## src/rtl/pipe_pkg.sv

```systemverilog
// Shared pipeline-control definitions: stage indices and register-ID type.
package pipe_pkg;

  localparam int unsigned REG_ID_W = 5;
  localparam int unsigned DE_IDX   = 0;
  localparam int unsigned EXE_IDX  = 1;

  typedef logic [REG_ID_W-1:0] reg_id_t;

  function automatic int unsigned mem_idx(input int unsigned n);
    return n - 2;
  endfunction

  function automatic int unsigned wb_idx(input int unsigned n);
    return n - 1;
  endfunction

endpackage

```

## src/rtl/pipe_hazard_scoreboard.sv

```systemverilog
// Per-register pending-write counters and the decode-side RAW lookup.
module hazard_scoreboard #(
  parameter int unsigned NUM_STAGES = 4,
  parameter int unsigned REG_ID_W   = 5,
  parameter int unsigned NUM_REGS   = 32
) (
  input  logic                clk,
  input  logic                rst_n,
  input  logic                clear,
  input  logic                issue,
  input  logic [REG_ID_W-1:0] issue_rd,
  input  logic                retire,
  input  logic [REG_ID_W-1:0] retire_rd,
  input  logic [REG_ID_W-1:0] rs1,
  input  logic                rs1_use,
  input  logic [REG_ID_W-1:0] rs2,
  input  logic                rs2_use,
  output logic                hazard_c
);

  localparam int unsigned CNT_W = $clog2(NUM_STAGES) + 1;

  logic [CNT_W-1:0]    cnt_q [NUM_REGS];
  logic [NUM_REGS-1:0] inc_v;
  logic [NUM_REGS-1:0] dec_v;
  logic [CNT_W-1:0]    cnt1;
  logic [CNT_W-1:0]    cnt2;
  logic                busy1;
  logic                busy2;
  logic                ovf_c;
  logic                unf_c;

  // x0 is never tracked, so its strobes stay low
  always_comb begin
    inc_v = '0;
    dec_v = '0;
    if (issue && issue_rd != '0) inc_v[issue_rd] = 1'b1;
    if (retire && retire_rd != '0) dec_v[retire_rd] = 1'b1;
  end

  // A write retiring this cycle is visible to the reader (write-before-read regfile)
  always_comb begin
    cnt1  = cnt_q[rs1];
    cnt2  = cnt_q[rs2];
    busy1 = rs1_use && (rs1 != '0) && (cnt1 != '0) &&
            !(dec_v[rs1] && cnt1 == CNT_W'(1));
    busy2 = rs2_use && (rs2 != '0) && (cnt2 != '0) &&
            !(dec_v[rs2] && cnt2 == CNT_W'(1));
    hazard_c = busy1 || busy2;
  end

  always_ff @(posedge clk or negedge rst_n) begin
    if (!rst_n) begin
      for (int r = 0; r < NUM_REGS; r++) cnt_q[r] <= '0;
    end else if (clear) begin
      for (int r = 0; r < NUM_REGS; r++) cnt_q[r] <= '0;
    end else begin
      for (int r = 0; r < NUM_REGS; r++) begin
        if (inc_v[r] && !dec_v[r]) cnt_q[r] <= cnt_q[r] + CNT_W'(1);
        else if (dec_v[r] && !inc_v[r]) cnt_q[r] <= cnt_q[r] - CNT_W'(1);
      end
    end
  end

  always_comb begin
    ovf_c = 1'b0;
    unf_c = 1'b0;
    for (int r = 0; r < NUM_REGS; r++) begin
      if (inc_v[r] && !dec_v[r] && cnt_q[r] == '1) ovf_c = 1'b1;
      if (dec_v[r] && !inc_v[r] && cnt_q[r] == '0) unf_c = 1'b1;
    end
  end

  a_no_overflow:  assert property (@(posedge clk) disable iff (!rst_n) !(ovf_c && !clear));
  a_no_underflow: assert property (@(posedge clk) disable iff (!rst_n) !(unf_c && !clear));

endmodule

```

## src/rtl/pipe_hazard_ctrl.sv

```systemverilog
// Pipeline control: stage valids, latch enables, decode RAW stall, redirect flush, MEM watchdog.
module pipe_hazard_ctrl #(
  parameter int unsigned NUM_STAGES = 4,
  parameter int unsigned REG_ID_W   = 5,
  parameter int unsigned NUM_REGS   = 32,
  parameter int unsigned FWD_EN     = 0,
  parameter int unsigned WDOG_LIMIT = 1024,
  parameter int unsigned WDOG_W     = 11
) (
  input  logic                  clk,
  input  logic                  rst_n,
  input  logic                  in_v,
  input  logic [REG_ID_W-1:0]   de_rs1,
  input  logic [REG_ID_W-1:0]   de_rs2,
  input  logic                  de_rs1_use,
  input  logic                  de_rs2_use,
  input  logic                  de_we,
  input  logic [REG_ID_W-1:0]   de_rd,
  input  logic                  exe_load,
  input  logic [REG_ID_W-1:0]   exe_drid,
  input  logic                  mem_stall,
  input  logic                  wb_v,
  input  logic                  wb_we,
  input  logic [REG_ID_W-1:0]   wb_drid,
  input  logic                  wb_redirect,
  output logic [NUM_STAGES-1:0] stage_v,
  output logic [NUM_STAGES-1:0] stage_en,
  output logic                  de_stall,
  output logic                  wdog
);

  import pipe_pkg::*;

  localparam int unsigned MEM = mem_idx(NUM_STAGES);

  logic [NUM_STAGES-1:0] stage_v_d;
  logic [WDOG_W-1:0]     wdog_cnt_q;
  logic                  sb_hazard_c;
  logic                  lu_hazard_c;
  logic                  hazard_c;
  logic                  issue_c;
  logic                  retire_c;

  assign issue_c  = stage_v[DE_IDX] && stage_en[DE_IDX] && !de_stall && de_we;
  assign retire_c = wb_v && wb_we;

  generate
    if (FWD_EN == 0) begin : g_sb
      hazard_scoreboard #(
        .NUM_STAGES (NUM_STAGES),
        .REG_ID_W   (REG_ID_W),
        .NUM_REGS   (NUM_REGS)
      ) u_sb (
        .clk       (clk),
        .rst_n     (rst_n),
        .clear     (wb_redirect),
        .issue     (issue_c),
        .issue_rd  (de_rd),
        .retire    (retire_c),
        .retire_rd (wb_drid),
        .rs1       (de_rs1),
        .rs1_use   (de_rs1_use),
        .rs2       (de_rs2),
        .rs2_use   (de_rs2_use),
        .hazard_c  (sb_hazard_c)
      );
    end else begin : g_no_sb
      assign sb_hazard_c = 1'b0;
    end
  endgenerate

  // With forwarding, only a load still in EXE cannot feed the dependent in time
  assign lu_hazard_c = stage_v[EXE_IDX] && exe_load && (exe_drid != '0) &&
                       ((de_rs1_use && de_rs1 == exe_drid) ||
                        (de_rs2_use && de_rs2 == exe_drid));

  assign hazard_c = stage_v[DE_IDX] && ((FWD_EN != 0) ? lu_hazard_c : sb_hazard_c);

  // Priority: redirect > memory stall > decode hazard > advance
  always_comb begin
    stage_en  = '1;
    de_stall  = 1'b0;
    stage_v_d = {stage_v[NUM_STAGES-2:0], in_v};
    if (wb_redirect) begin
      stage_v_d = '0;
    end else if (mem_stall) begin
      stage_en[MEM:0] = '0;
      de_stall        = 1'b1;
      stage_v_d       = {1'b0, stage_v[MEM:0]};
    end else if (hazard_c) begin
      stage_en[DE_IDX]   = 1'b0;
      de_stall           = 1'b1;
      stage_v_d[DE_IDX]  = stage_v[DE_IDX];
      stage_v_d[EXE_IDX] = 1'b0;
    end
  end

  always_ff @(posedge clk or negedge rst_n) begin
    if (!rst_n) stage_v <= '0;
    else        stage_v <= stage_v_d;
  end

  // Watchdog saturates at the limit so it pulses once per stall episode
  always_ff @(posedge clk or negedge rst_n) begin
    if (!rst_n) begin
      wdog_cnt_q <= '0;
      wdog       <= 1'b0;
    end else if (wb_redirect || !mem_stall) begin
      wdog_cnt_q <= '0;
      wdog       <= 1'b0;
    end else if (wdog_cnt_q != WDOG_W'(WDOG_LIMIT)) begin
      wdog_cnt_q <= wdog_cnt_q + WDOG_W'(1);
      wdog       <= (wdog_cnt_q == WDOG_W'(WDOG_LIMIT - 1));
    end else begin
      wdog       <= 1'b0;
    end
  end

endmodule

```

## config.mk

```make
export PLATFORM = sky130hd
export DESIGN_NAME = pipe_hazard_ctrl
export DESIGN_NICKNAME = d
export VERILOG_FILES = /design/src/rtl/pipe_pkg.sv /design/src/rtl/pipe_hazard_scoreboard.sv /design/src/rtl/pipe_hazard_ctrl.sv
export SDC_FILE = /design/constraint.sdc
export NUM_CORES = 1
export LEC_CHECK = 0
export CAP_MARGIN = 25
export CORE_ASPECT_RATIO = 0.8
export CORE_MARGIN = 2
export CORE_UTILIZATION = 46
export CTS_BUF_LIST = sky130_fd_sc_hd__clkbuf_8
export DETAILED_ROUTE_END_ITERATION = 10
export PLACE_DENSITY = 0.69
export SLEW_MARGIN = 20
export SYNTH_ARGS = -nofsm -noshare
export SYNTH_HDL_FRONTEND = slang
export SYNTH_SLANG_ARGS = --single-unit
```

## constraint.sdc

```tcl
create_clock -name clk -period 11 [get_ports clk]
set_input_delay 2.2 -clock clk [delete_from_list [all_inputs] [get_ports clk]]
set_output_delay 2.2 -clock clk [all_outputs]
set_load 0.05 [all_outputs]
```

==> results.tsv, run 1 <==
metric	value	unit
status	finished, final reports clean	
Layout area overhead	8.10	%
largest net degree at the start of global routing	104	
syn_nets	1093	
syn_area_per_cell	9.24	um2
top_reg_cell synth	dfrtp_1	
Slew @ Worst Pin	934	ps
Synth area leader	dfrtp_1	
most frequent cells in the layout	293 x nor2_1, 112 x dfrtp_1, 74 x inv_1, 64 x mux2_1, 44 x nor2b_1	
fin util	51.2	%
Synth async-reset ratio	100	%
most frequent CP cell	clkdlybuf4s50_1	
Resize count post-CTS	0	
Max IR drop VDD	0.0000631	V
Cells after Synth	1024	
most common cell after layout, fill and taps aside	nor2_1	
dpl cell area	0.0100	mm2
Clock Tree Root	clkbuf_8	
final layout net count	1102	
Setup TNS	0	ps
Tot GR Track Use	22.1	%
Max Cap Violations	0	
final wirelength	22400	um
Core Footprint	0.0200	mm2
RSZ-0062 raised after global routing	false	
top cells by area, synth	dfrtp_1 30%, nor2_1 12%, mux2_1 7.6%	
die width	164	um
EDFF count, synth	0	
register area	0.00280	mm2
CP max stage delay	790	ps
RePlAce Congestion	0.946	
share of cells above drive strength 1	14.6	%
num ports	46	
clk sinks	112	
DP Wirelength	16200	um
WS Path Type	primary input to output port	
first-pass GRT wire length	37100	um
Starting Density	47.4	%
Clock Path Buffers	2	
setup repair bufs after CTS	0	
Startpoint Class	primary input	
Hold Path End	wdog$_DFF_PN0_	
R2R Setup Slk	6490	ps
DR WL/cell	17.2	um
#FFs+latches synth	112	
via count	7077	
clock transition at the registers of the reported paths	120	ps
Ys Warns	0	
Initial DRC Count	551	
CTS Buf Count	9	
r2r worst-path depth	14	
final critical-path share of the clock period	75.3	%
Synth top area share	29.6	%
power consumption	843	uW
Clk Latency, worst-skew pair	410	ps
Core Rows	46	
slowest cell on the critical path	clkdlybuf4s50_1	
Residual DRC	0	
Worst Skew	17.9	ps
multi-input logic area	0.00613	mm2
initial antenna violation count	0	
drt pass-1 iters	5	
setup violators final	0	
sequential fraction of the synthesis area	29.6	%
Hold WC Path Type	register to register	
R2R Path Start	g_sb.u_sb.cnt_q[62]$_DFFE_PN0P_	
remaining global-route overflow	0	
crit path cell chain	clkdlybuf4s50_1, buf_4, mux4_2, and3_1, or4_4, o2111ai_2, a311oi_2, nor2b_1, nor2_1, or2_2, inv_1, clkdlybuf4s50_1	
number of global-route vias before repair	7053	
Post-Syn Area	0.00946	mm2
critical path endpoint category	output port	
fin area	0.0102	mm2
WP data arrival	6080	ps
Slew HR	37.7	%
WHS	516	ps
H-Tree Depth	3	
Ant. Diodes	0	
# hold bufs at CTS	0	
Die Area	0.0217	mm2
required time worst endpoint	8800	ps
Die Y	132	um
FF-to-FF End	g_sb.u_sb.cnt_q[59]$_DFFE_PN0P_	
leakage power	0.00447	uW
CTS tree	yes	
Vias/cell	5.44	
PortBufs	38	
f_max	0.121	GHz
startpoint of the worst hold path	wdog_cnt_q[10]$_DFFE_PN0P_	
crit-path max FO	25	
worst hold path cell count	1	
Final Hold Viols	0	
DRT antenna net count	0	
library cells used by synthesis	66	
Filler Cells Inserted	1808	
Slew Viols, Final	0	
Tmin final	8280	ps
pwr/cell area	82.4	mW/mm2
area by class of cell:
type / instances / area share [%]
multi-input combinational: 787 / 59.9
sequential: 112 / 27.4
timing repair buffer: 48 / 4.44
tap: 264 / 3.23
inverter: 75 / 2.78
clock buffer: 9 / 1.21
clock inverter: 7 / 1.02
kinds of logic (layout without fill, tap and decap cells):
logic type	Yosys count	after routing	synth area share, %
buffers and inverters	125	139	5.59
other	1	1	0.0396
xor gates and xnor gates	44	44	6.37
DFF	112	112	29.6
AOI/OAI and AO/OA	55	55	4.30
adders and majority gates	33	33	6.82
muxes	151	151	20.3
and+or+nand+nor	503	503	27.0
through the flow:
| stage | std cells | setup slack (ps) |
|---|---|---|
| after floorplan | 1024 | 3930 |
| after global placement | 1286 | 2760 |
| after detailed placement | 1286 | 2730 |
| after CTS | 1302 | 2740 |
| after global routing | 1302 | 2530 |
| final | 1302 | 2720 |
per-layer routing:
metal  share of wire (%)  wire length, um  global-route usage (%)
met5                   0                0                       0
met2                  46            10300                    34.7
met4                 2.1              472                    6.68
met3                 6.0             1340                    3.27
met1                  46            10300                    31.6
power by group:
| group | leakage, uW | internal [uW] | total, uW | switching [uW] |
|---|---|---|---|---|
| registers | 0.00156 | 415 | 419 | 3.53 |
| clock network | 0.000108 | 131 | 292 | 161 |
| logic | 0.00280 | 45.5 | 131 | 86.0 |
| total | 0.00447 | 592 | 843 | 251 |
worst max-delay path by stage:
stage,start,to,slack (ps),depth (start not counted)
after CTS,de_rs2[1],de_stall,2740,12
after global routing,de_rs2[1],stage_en[0],2530,12
after floorplan,de_rs2[0],de_stall,3930,11
final,de_rs2[1],de_stall,2720,12
after detailed placement,de_rs2[1],de_stall,2730,12
after global placement,de_rs2[1],de_stall,2760,12
flip-flops by register name, indices dropped and copies added (netlist names):
signal	count
wdog_cnt_q	11
g_sb.u_sb.cnt_q	96
wdog	1
stage_v	4
synth_stat cells, drive strengths merged, types with 2 or more instances:
cell / number
o2111ai: 2
and3b: 2
nor3: 22
xor2: 34
a21o: 2
a211oi: 9
nand2b: 3
o31ai: 3
mux2: 94
inv: 75
and2: 33
o22ai: 2
and4b: 2
nand3b: 2
nand2: 24
a221oi: 2
or2: 8
ha: 2
a211o: 3
buf: 19
fa: 31
or3: 7
nor4b: 2
nor2b: 44
mux4: 23
o21ai: 7
nand4: 4
a31oi: 5
mux2i: 34
a21oi: 10
and3: 11
a22oi: 2
xnor2: 10
nor4: 4
nor3b: 4
nor2: 293
dfrtp: 112
or4: 2
nand3: 34
clkbuf: 31
critical path: cells and delay by family:
family,cells,cell delay [ps]
compound gates,2,400
buf+inv,4,1890
mux,1,340
simple gates,5,1250
Note: power is estimated with default switching activity, not from simulation.
==> inputs of run 2 (changes only) <==
- clock period: 11 -> 8 ns (I/O delays scaled with it)
==> run 2 against run 1 <==
Against the previous run:
- via count is 0.28% lower
- largest cell class unchanged
- die area stayed put
- register-to-register slack worse by 2900 ps
- critical endpoint is now stage_en[0]
- sequential share of layout area is essentially flat
==> results.tsv, run 2 (synthesis gave the netlist of run 1 again) <==
metric	value	unit
# hold bufs at CTS	0	
setup violators final	0	
Max Cap Violations	0	
Final Hold Viols	0	
Starting Density	47.4	%
Clk Latency, worst-skew pair	420	ps
CTS tree	yes	
R2R Setup Slk	3560	ps
WHS	511	ps
drt pass-1 iters	6	
most frequent cells in the layout	293 x nor2_1, 112 x dfrtp_1, 74 x inv_1, 64 x mux2_1, 44 x nor2b_1	
required time worst endpoint	6400	ps
leakage power	0.00447	uW
register area	0.00280	mm2
Residual DRC	0	
DP Wirelength	16500	um
pwr/cell area	109	mW/mm2
Core Footprint	0.0200	mm2
Ant. Diodes	0	
largest net degree at the start of global routing	105	
remaining global-route overflow	0	
Vias/cell	5.41	
number of global-route vias before repair	6859	
Biggest register	g_sb.u_sb.cnt_q	
Die Area	0.0217	mm2
Clock Path Buffers	2	
max reg flops	96	
DRT antenna net count	0	
Tot GR Track Use	21.7	%
power consumption	1120	uW
H-Tree Depth	3	
dpl cell area	0.0100	mm2
via count	7057	
clock transition at the registers of the reported paths	130	ps
most common cell after layout, fill and taps aside	nor2_1	
critical path endpoint category	output port	
RSZ-0062 raised after global routing	false	
Slew @ Worst Pin	920	ps
Clock Tree Root	clkbuf_8	
Layout area overhead	7.92	%
Max IR drop VDD	0.0000864	V
num ports	46	
Die Y	132	um
WS Path Type	primary input to output port	
fin area	0.0102	mm2
Filler Cells Inserted	1848	
Worst Skew	13.9	ps
Setup TNS	0	ps
WP data arrival	5630	ps
Initial DRC Count	596	
DR WL/cell	17.2	um
first-pass GRT wire length	36500	um
final wirelength	22500	um
final critical-path share of the clock period	90.3	%
biggest regs	g_sb.u_sb.cnt_q: 96 flops, wdog_cnt_q: 11 flops, stage_v: 4 flops	
Tmin final	7230	ps
initial antenna violation count	0	
final layout net count	1104	
Hold WC Path Type	register to register	
die width	164	um
Core Rows	46	
Slew Viols, Final	0	
share of cells above drive strength 1	14.8	%
fin util	51.1	%
crit-path max FO	15	
setup repair bufs after CTS	0	
Slew HR	38.7	%
clk sinks	112	
f_max	0.138	GHz
multi-input logic area	0.00613	mm2
CTS Buf Count	9	
PortBufs	38	
Startpoint Class	primary input	
RePlAce Congestion	0.955	
Resize count post-CTS	0	
status	finished, final reports clean	
## run 2: cell count changes in the layout (fill, tap and decap cells not counted), sizes merged
| cell | before | now |
|---|---|---|
| inv | 77 | 79 |
| bufinv | 2 | 0 |
| buf | 12 | 14 |
| clkinv | 1 | 3 |
| clkinvlp | 2 | 0 |
## run 2: final cells by class
type | instances | share of cell area, %
clock inverters | 7 | 0.698
clock buffers | 9 | 1.21
repair buffers | 50 | 4.59
inverters | 75 | 2.78
well taps | 264 | 3.23
multi-input cells | 787 | 60.0
flip-flops and latches | 112 | 27.4
## run 2: final timing paths
| check | start | end | cells after the start |
|---|---|---|---|
| max in group asynchronous | rst_n | g_sb.u_sb.cnt_q[6]$_DFFE_PN0P_ | 2 |
| max | de_rs1[0] | stage_en[0] | 10 |
| min | wdog_cnt_q[10]$_DFFE_PN0P_ | wdog$_DFF_PN0_ | 1 |
| min reg2reg | wdog_cnt_q[10]$_DFFE_PN0P_ | wdog$_DFF_PN0_ | 1 |
| min in group asynchronous | rst_n | g_sb.u_sb.cnt_q[67]$_DFFE_PN0P_ | 1 |
| max reg2reg | g_sb.u_sb.cnt_q[62]$_DFFE_PN0P_ | g_sb.u_sb.cnt_q[35]$_DFFE_PN0P_ | 13 |
## run 2: stage by stage
stage | std cells | setup slack, ps
floorplan | 1024 | 2130
global placement | 1288 | 817
detailed placement | 1288 | 805
CTS | 1304 | 795
global route | 1304 | 493
finish | 1304 | 774
## run 2: critical path, cell delays in order
cell and delay, ps:
clkdlybuf4s50_1 1020, mux4_2 630, mux4_2 470, o311ai_1 90, o31ai_1 140, a311oi_2 490
nor2b_1 90, nor2_1 150, or2_2 140, clkdlybuf4s50_1 800
## run 2: power breakdown
group / total, uW / internal [uW] / switching, uW
sequential: 576 / 571 / 4.97
combinational: 180 / 63.2 / 117
clock: 360 / 123 / 237
total: 1120 / 757 / 359
## run 2: layer usage
metal	vias to the layer above	part of all wire, %	track usage (%)
li1	3391	-	-
met2	192	46	33.4
met3	29	5.7	4.06
met5	-	0	0
met1	3445	47	31.4
met4	0	2.0	5.70
